$ cat src/rtl/ram_pack_sched_if.sv
// Memory-side bus of the pack sequencer: byte-RAM async read port and
// word-RAM write port. The sequencer is the master; the RAMs sit on slave.
interface ram_pack_sched_if #(
  parameter int DATA_W = 8,
  parameter int SRC_AW = 5,
  parameter int DST_AW = 4
);
  logic [SRC_AW-1:0]   src_rd_addr;
  logic [DATA_W-1:0]   src_rd_data;
  logic                dst_we;
  logic [DST_AW-1:0]   dst_wr_addr;
  logic [2*DATA_W-1:0] dst_wr_data;

  modport master (
    output src_rd_addr,
    input  src_rd_data,
    output dst_we,
    output dst_wr_addr,
    output dst_wr_data
  );

  modport slave (
    input  src_rd_addr,
    output src_rd_data,
    input  dst_we,
    input  dst_wr_addr,
    input  dst_wr_data
  );
endinterface

$ cat src/rtl/ram_pack_sched.sv
// Byte-to-word pack sequencer: copies word_cnt pairs of bytes from an
// async-read byte RAM into a word RAM, with per-job base addresses,
// length and byte order.
//
// state  | meaning
// -------+---------------------------------------------------------
// IDLE   | waiting for start; job parameters latched on start
// RD_LO  | read low byte at src_ptr
// RD_HI  | read high byte at src_ptr
// WR     | write packed word at dst_ptr (suppressed by abort)
// FINISH | one-cycle done pulse, then back to IDLE
module ram_pack_sched #(
  parameter int DATA_W = 8,
  parameter int SRC_AW = 5,
  parameter int DST_AW = 4
) (
  input  logic                   clk,
  input  logic                   reset,
  input  logic                   start,
  input  logic                   abort,
  input  logic [SRC_AW-1:0]      src_base,
  input  logic [DST_AW-1:0]      dst_base,
  input  logic [DST_AW:0]        word_cnt,
  input  logic                   swap,
  ram_pack_sched_if.master       mem,
  output logic                   busy,
  output logic                   done,
  output logic                   aborted,
  output logic [DST_AW:0]        words_done
);

  typedef enum logic [2:0] {IDLE, RD_LO, RD_HI, WR, FINISH} state_t;

  localparam logic [DST_AW:0] MAX_WORDS = (DST_AW+1)'(1) << DST_AW;

  state_t              state_q, state_d;
  logic [SRC_AW-1:0]   src_ptr;
  logic [DST_AW-1:0]   dst_ptr;
  logic [DST_AW:0]     rem;
  logic [DATA_W-1:0]   lo, hi;
  logic                swap_q;
  logic [DST_AW:0]     cnt_clamped;

  // Lengths beyond the word-RAM depth would only overwrite earlier words.
  assign cnt_clamped = (word_cnt > MAX_WORDS) ? MAX_WORDS : word_cnt;

  // State register.
  always_ff @(posedge clk) begin
    if (reset) state_q <= IDLE;
    else       state_q <= state_d;
  end

  // Next-state logic; abort outranks the normal sequence.
  always_comb begin
    state_d = state_q;
    case (state_q)
      IDLE:   if (start) state_d = (cnt_clamped == '0) ? FINISH : RD_LO;
      RD_LO:  state_d = abort ? FINISH : RD_HI;
      RD_HI:  state_d = abort ? FINISH : WR;
      WR:     state_d = (abort || rem == (DST_AW+1)'(1)) ? FINISH : RD_LO;
      FINISH: state_d = IDLE;
      default: state_d = IDLE;
    endcase
  end

  // Datapath: job latch, byte capture, pointers and remaining-word down-counter.
  always_ff @(posedge clk) begin
    if (reset) begin
      src_ptr    <= '0;
      dst_ptr    <= '0;
      rem        <= '0;
      lo         <= '0;
      hi         <= '0;
      swap_q     <= 1'b0;
      words_done <= '0;
      aborted    <= 1'b0;
    end else begin
      case (state_q)
        IDLE: if (start) begin
          src_ptr    <= src_base;
          dst_ptr    <= dst_base;
          rem        <= cnt_clamped;
          swap_q     <= swap;
          words_done <= '0;
          aborted    <= 1'b0;
        end
        RD_LO: if (abort) aborted <= 1'b1;
        else begin
          lo      <= mem.src_rd_data;
          src_ptr <= src_ptr + SRC_AW'(1);
        end
        RD_HI: if (abort) aborted <= 1'b1;
        else begin
          hi      <= mem.src_rd_data;
          src_ptr <= src_ptr + SRC_AW'(1);
        end
        WR: if (abort) aborted <= 1'b1;
        else begin
          dst_ptr    <= dst_ptr + DST_AW'(1);
          words_done <= words_done + (DST_AW+1)'(1);
          rem        <= rem - (DST_AW+1)'(1);
        end
        default: ;
      endcase
    end
  end

  // Outputs; the only input-dependent term is abort masking the write.
  always_comb begin
    mem.src_rd_addr = src_ptr;
    mem.dst_wr_addr = dst_ptr;
    mem.dst_wr_data = swap_q ? {lo, hi} : {hi, lo};
    mem.dst_we      = (state_q == WR) && !abort;
    busy            = (state_q != IDLE);
    done            = (state_q == FINISH);
  end

endmodule

$ cat src/flat_wrapper.sv
// flat-port wrapper written by rule: the top's interface ports become plain ports
module ram_pack_sched_flat 
#(
  parameter int DATA_W = 8,
  parameter int SRC_AW = 5,
  parameter int DST_AW = 4
)
  (clk, reset, start, abort, src_base, dst_base, word_cnt, swap, busy, done, aborted, words_done, mem_src_rd_addr, mem_src_rd_data, mem_dst_we, mem_dst_wr_addr, mem_dst_wr_data);
  ram_pack_sched_if #(.DATA_W(DATA_W), .SRC_AW(SRC_AW), .DST_AW(DST_AW)) mem_i ();
  input  logic clk;
  input  logic reset;
  input  logic start;
  input  logic abort;
  input  logic [SRC_AW-1:0] src_base;
  input  logic [DST_AW-1:0] dst_base;
  input  logic [DST_AW:0] word_cnt;
  input  logic swap;
  output logic busy;
  output logic done;
  output logic aborted;
  output logic [DST_AW:0] words_done;
  output wire logic [$bits(mem_i.src_rd_addr)-1:0] mem_src_rd_addr;
  input wire logic [$bits(mem_i.src_rd_data)-1:0] mem_src_rd_data;
  output wire logic [$bits(mem_i.dst_we)-1:0] mem_dst_we;
  output wire logic [$bits(mem_i.dst_wr_addr)-1:0] mem_dst_wr_addr;
  output wire logic [$bits(mem_i.dst_wr_data)-1:0] mem_dst_wr_data;
  assign mem_src_rd_addr = mem_i.src_rd_addr;
  assign mem_i.src_rd_data = mem_src_rd_data;
  assign mem_dst_we = mem_i.dst_we;
  assign mem_dst_wr_addr = mem_i.dst_wr_addr;
  assign mem_dst_wr_data = mem_i.dst_wr_data;
  ram_pack_sched #(.DATA_W(DATA_W), .SRC_AW(SRC_AW), .DST_AW(DST_AW)) u_core (.clk(clk), .reset(reset), .start(start), .abort(abort), .src_base(src_base), .dst_base(dst_base), .word_cnt(word_cnt), .swap(swap), .mem(mem_i), .busy(busy), .done(done), .aborted(aborted), .words_done(words_done));
endmodule
$ cat config.mk
export PLATFORM = sky130hd
export DESIGN_NAME = ram_pack_sched_flat
export DESIGN_NICKNAME = d
export VERILOG_FILES = /design/src/rtl/ram_pack_sched_if.sv /design/src/rtl/ram_pack_sched.sv /design/src/flat_wrapper.sv
export SDC_FILE = /design/constraint.sdc
export NUM_CORES = 1
export LEC_CHECK = 0
export CAP_MARGIN = 20
export CORE_ASPECT_RATIO = 1.75
export CORE_UTILIZATION = 45
export CTS_CLUSTER_SIZE = 20
export DETAILED_ROUTE_END_ITERATION = 16
export PLACE_DENSITY = 0.85
export SKIP_LAST_GASP = 1
export SYNTH_ARGS = -nofsm -noshare
export SYNTH_HDL_FRONTEND = slang
export SYNTH_SLANG_ARGS = --single-unit
$ cat constraint.sdc
create_clock -name clk -period 3.26 [get_ports clk]
set_clock_uncertainty 0.15 [all_clocks]
set_input_delay 0.326 -clock clk [delete_from_list [all_inputs] [get_ports clk]]
set_output_delay 0.326 -clock clk [all_outputs]
set_load 0.03 [all_outputs]
==> flow_metrics.tcl <==
set metrics [dict create \
    overflow 0 \
    dieArea_um2 5220 \
    ioPinCount 61 \
    synth_cells 260 \
    hold_class "flip-flop to flip-flop" \
    final_cell_count_no_fill 364 \
    rsz0062_at_grt "no" \
    syn_area_per_cell_um2 8.52 \
    area_growth_pct 30.6 \
    grt_pass1_vias 2033 \
    dpl.hpwl_mm 4.00 \
    cts-hold-fix-buffers 0 \
    drtIter0Drc 24 \
    ir_worst_vdd_mv 0.493 \
    path_delay_family "buffers and inverters" \
    leakagePower_uw 0.00105 \
    first_pass_iters 4 \
    utilization 0.614 \
    dp.cells 357 \
    ys_seq_area_frac 0.362 \
    final_max_slew_viol_count 0 \
    final_common_cell "clkdlybuf4s50_1" \
    yosysUniqueCellTypes 53 \
    tightest_slew_ps 707 \
    coreArea_um2 4710 \
    cts_max_level 2 \
    cts_buffer_depth 2 \
    cpPeakStageDelay_ps 700 \
    cts_sinks 40 \
    clock.fmax_mhz 385 \
    post_cts_buffers 0 \
    period_needed_ps 2600 \
    gp_congestion 0.803 \
    cellPowerDensity_nw_per_um2 443 \
    drv_cap 0 \
    vias_per_cell 5.71 \
    synth_edf_count 0 \
    holdWs_ps 319 \
    async_reset_ff_frac 0 \
    cts_tree "done" \
    relSlewSlack 0.527 \
    track_usage 0.229 \
    antenna_left 0 \
    route.met2.wl_mm 3.00 \
    finalNetCount 344 \
    drc_errors 0 \
    drive_gt1_frac 0.135 \
    crit_required_ps 2780 \
    top_layer "met4" \
    critPathKind "flip-flop to output port" \
    cts-root-buf "clkbuf_8" \
    diodes 0 \
    multiInputGateArea_um2 1280 \
    wl_per_cell_um 14.8 \
    vias 2078 \
    synthesis.area_um2 2210 \
    port_buffers 60 \
    drt-total-wl_mm 5.38 \
    startpoint_type "flip-flop" \
    layout_common_cells "clkdlybuf4s50_1, nand2_1, dfxtp_1" \
    ctsResizeCount 0 \
    min_period_over_period 0.796 \
    die_w_um 55.0 \
    placementRows 33 \
    ys_ff_latch 40 \
    dr_wl_met3_um 198 \
    worst_path_max_delay_cell "clkdlybuf4s50_1" \
    endpoint_kind "output port" \
    path_buf_inv 2 \
    path_max_fanout 16 \
    path_cells "inv_1 > nor3_1 > clkdlybuf4s50_1" \
    wl_met1_mm 2.04 \
    syn_nets 292 \
    fillers 429 \
    hold_violations 0 \
    grt_pass1_wl_mm 8.83 \
    synth_ff_type "dfxtp_1" \
    cts.clk_slew.worst_paths_ps 70 \
    numCtsBuffers 5 \
    setup_viol 0 \
    clock_latency_ps 290 \
    antenna_found_initial 0 \
    status "finished clean" \
    crit_arrival_ps 2120 \
    die_h_um 94.8 \
    seq_area_um2 801 \
    initial_core_util 0.470 \
    grt_max_degree 18 \
    synth_warnings 0 \
    fin_setup_tns_ps 0 \
]
## worst reg2reg max path, cell delays in order, from the launching register on
cell and delay [ps]:
dfxtp_1 710, and4bb_4 390, or2_1 480, a21oi_1 170, a311oi_2 250
## final cells by class
type                    instances  share of cell area
flip-flops and latches         40               0.277
clock buffers                   7              0.0333
repair buffers                 62               0.213
inverters                       9              0.0117
multi-input cells             194               0.443
well taps                      52              0.0225
## power breakdown
part / switching, uW / total (uW) / internal [uW]
Combinational: 189 / 349 / 161
Clock: 163 / 351 / 188
Sequential: 55.2 / 580 / 525
Total: 407 / 1280 / 874
## per-layer routing
metal,vias up,track usage
li1,1031,-
met1,984,0.233
met2,50,0.416
met3,13,0.0467
met4,0,0.110
met5,-,0
## synth_stat cells, types with 2 or more instances
| cell type | number | share of area |
|---|---|---|
| ha_1 | 5 | 0.028 |
| nor2_2 | 2 | 0.0056 |
| buf_6 | 3 | 0.015 |
| clkbuf_1 | 6 | 0.010 |
| o21ai_1 | 3 | 0.0068 |
| a211oi_2 | 2 | 0.011 |
| nand3_1 | 6 | 0.014 |
| a21oi_1 | 38 | 0.086 |
| o21ai_0 | 6 | 0.014 |
| a211o_1 | 3 | 0.012 |
| a311oi_2 | 3 | 0.020 |
| buf_2 | 5 | 0.011 |
| or2_2 | 2 | 0.0056 |
| buf_4 | 2 | 0.0068 |
| nor2b_1 | 3 | 0.0085 |
| nor3_1 | 5 | 0.011 |
| dfxtp_1 | 40 | 0.36 |
| nor2_1 | 14 | 0.024 |
| o32ai_1 | 3 | 0.012 |
| nor4_1 | 3 | 0.0085 |
| mux2_2 | 16 | 0.081 |
| nand2_1 | 40 | 0.068 |
| mux2i_1 | 2 | 0.0090 |
| a21o_1 | 3 | 0.010 |
| nand2b_1 | 4 | 0.011 |
| nor3_2 | 2 | 0.0090 |
| xor2_1 | 3 | 0.012 |
| inv_1 | 9 | 0.015 |
| or2_1 | 3 | 0.0085 |
## state kept, by name, indices dropped and copies added (netlist names)
register / count
u_core.aborted: 1
u_core.hi: 8
u_core.lo: 8
u_core.mem.dst_wr_addr: 4
u_core.mem.src_rd_addr: 5
u_core.rem: 5
u_core.state_q: 3
u_core.swap_q: 1
u_core.words_done: 5
## final timing paths
path	from	slack (ps)	cells past startpoint	endpoint
setup / recovery	u_core.state_q[2]$_SDFFE_PP0P_	660	3	done
hold / removal	u_core.hi[7]$_SDFFE_PP0P_	320	2	u_core.hi[7]$_SDFFE_PP0P_
setup reg to reg	u_core.state_q[0]$_SDFFE_PP0P_	1030	4	u_core.rem[0]$_SDFFE_PP0P_
hold reg to reg	u_core.hi[7]$_SDFFE_PP0P_	320	2	u_core.hi[7]$_SDFFE_PP0P_
## logic make-up after synthesis
group	share of synthesized area
mux	0.0904
buf+inv	0.0604
compound gates	0.213
fa+ha+maj	0.0282
simple gates	0.231
xor+xnor	0.0158
flops	0.362
## metrics by stage
step / instance area [um2] / power, uW / setup WS [ps]
global placement: 2800 / 930 / 763
global route: 2890 / 1340 / 551
floorplan: 2210 / 821 / 1390
detailed placement: 2800 / 941 / 720
finish: 2890 / 1280 / 664
CTS: 2890 / 1290 / 644
(Power assumes the default switching activity.)
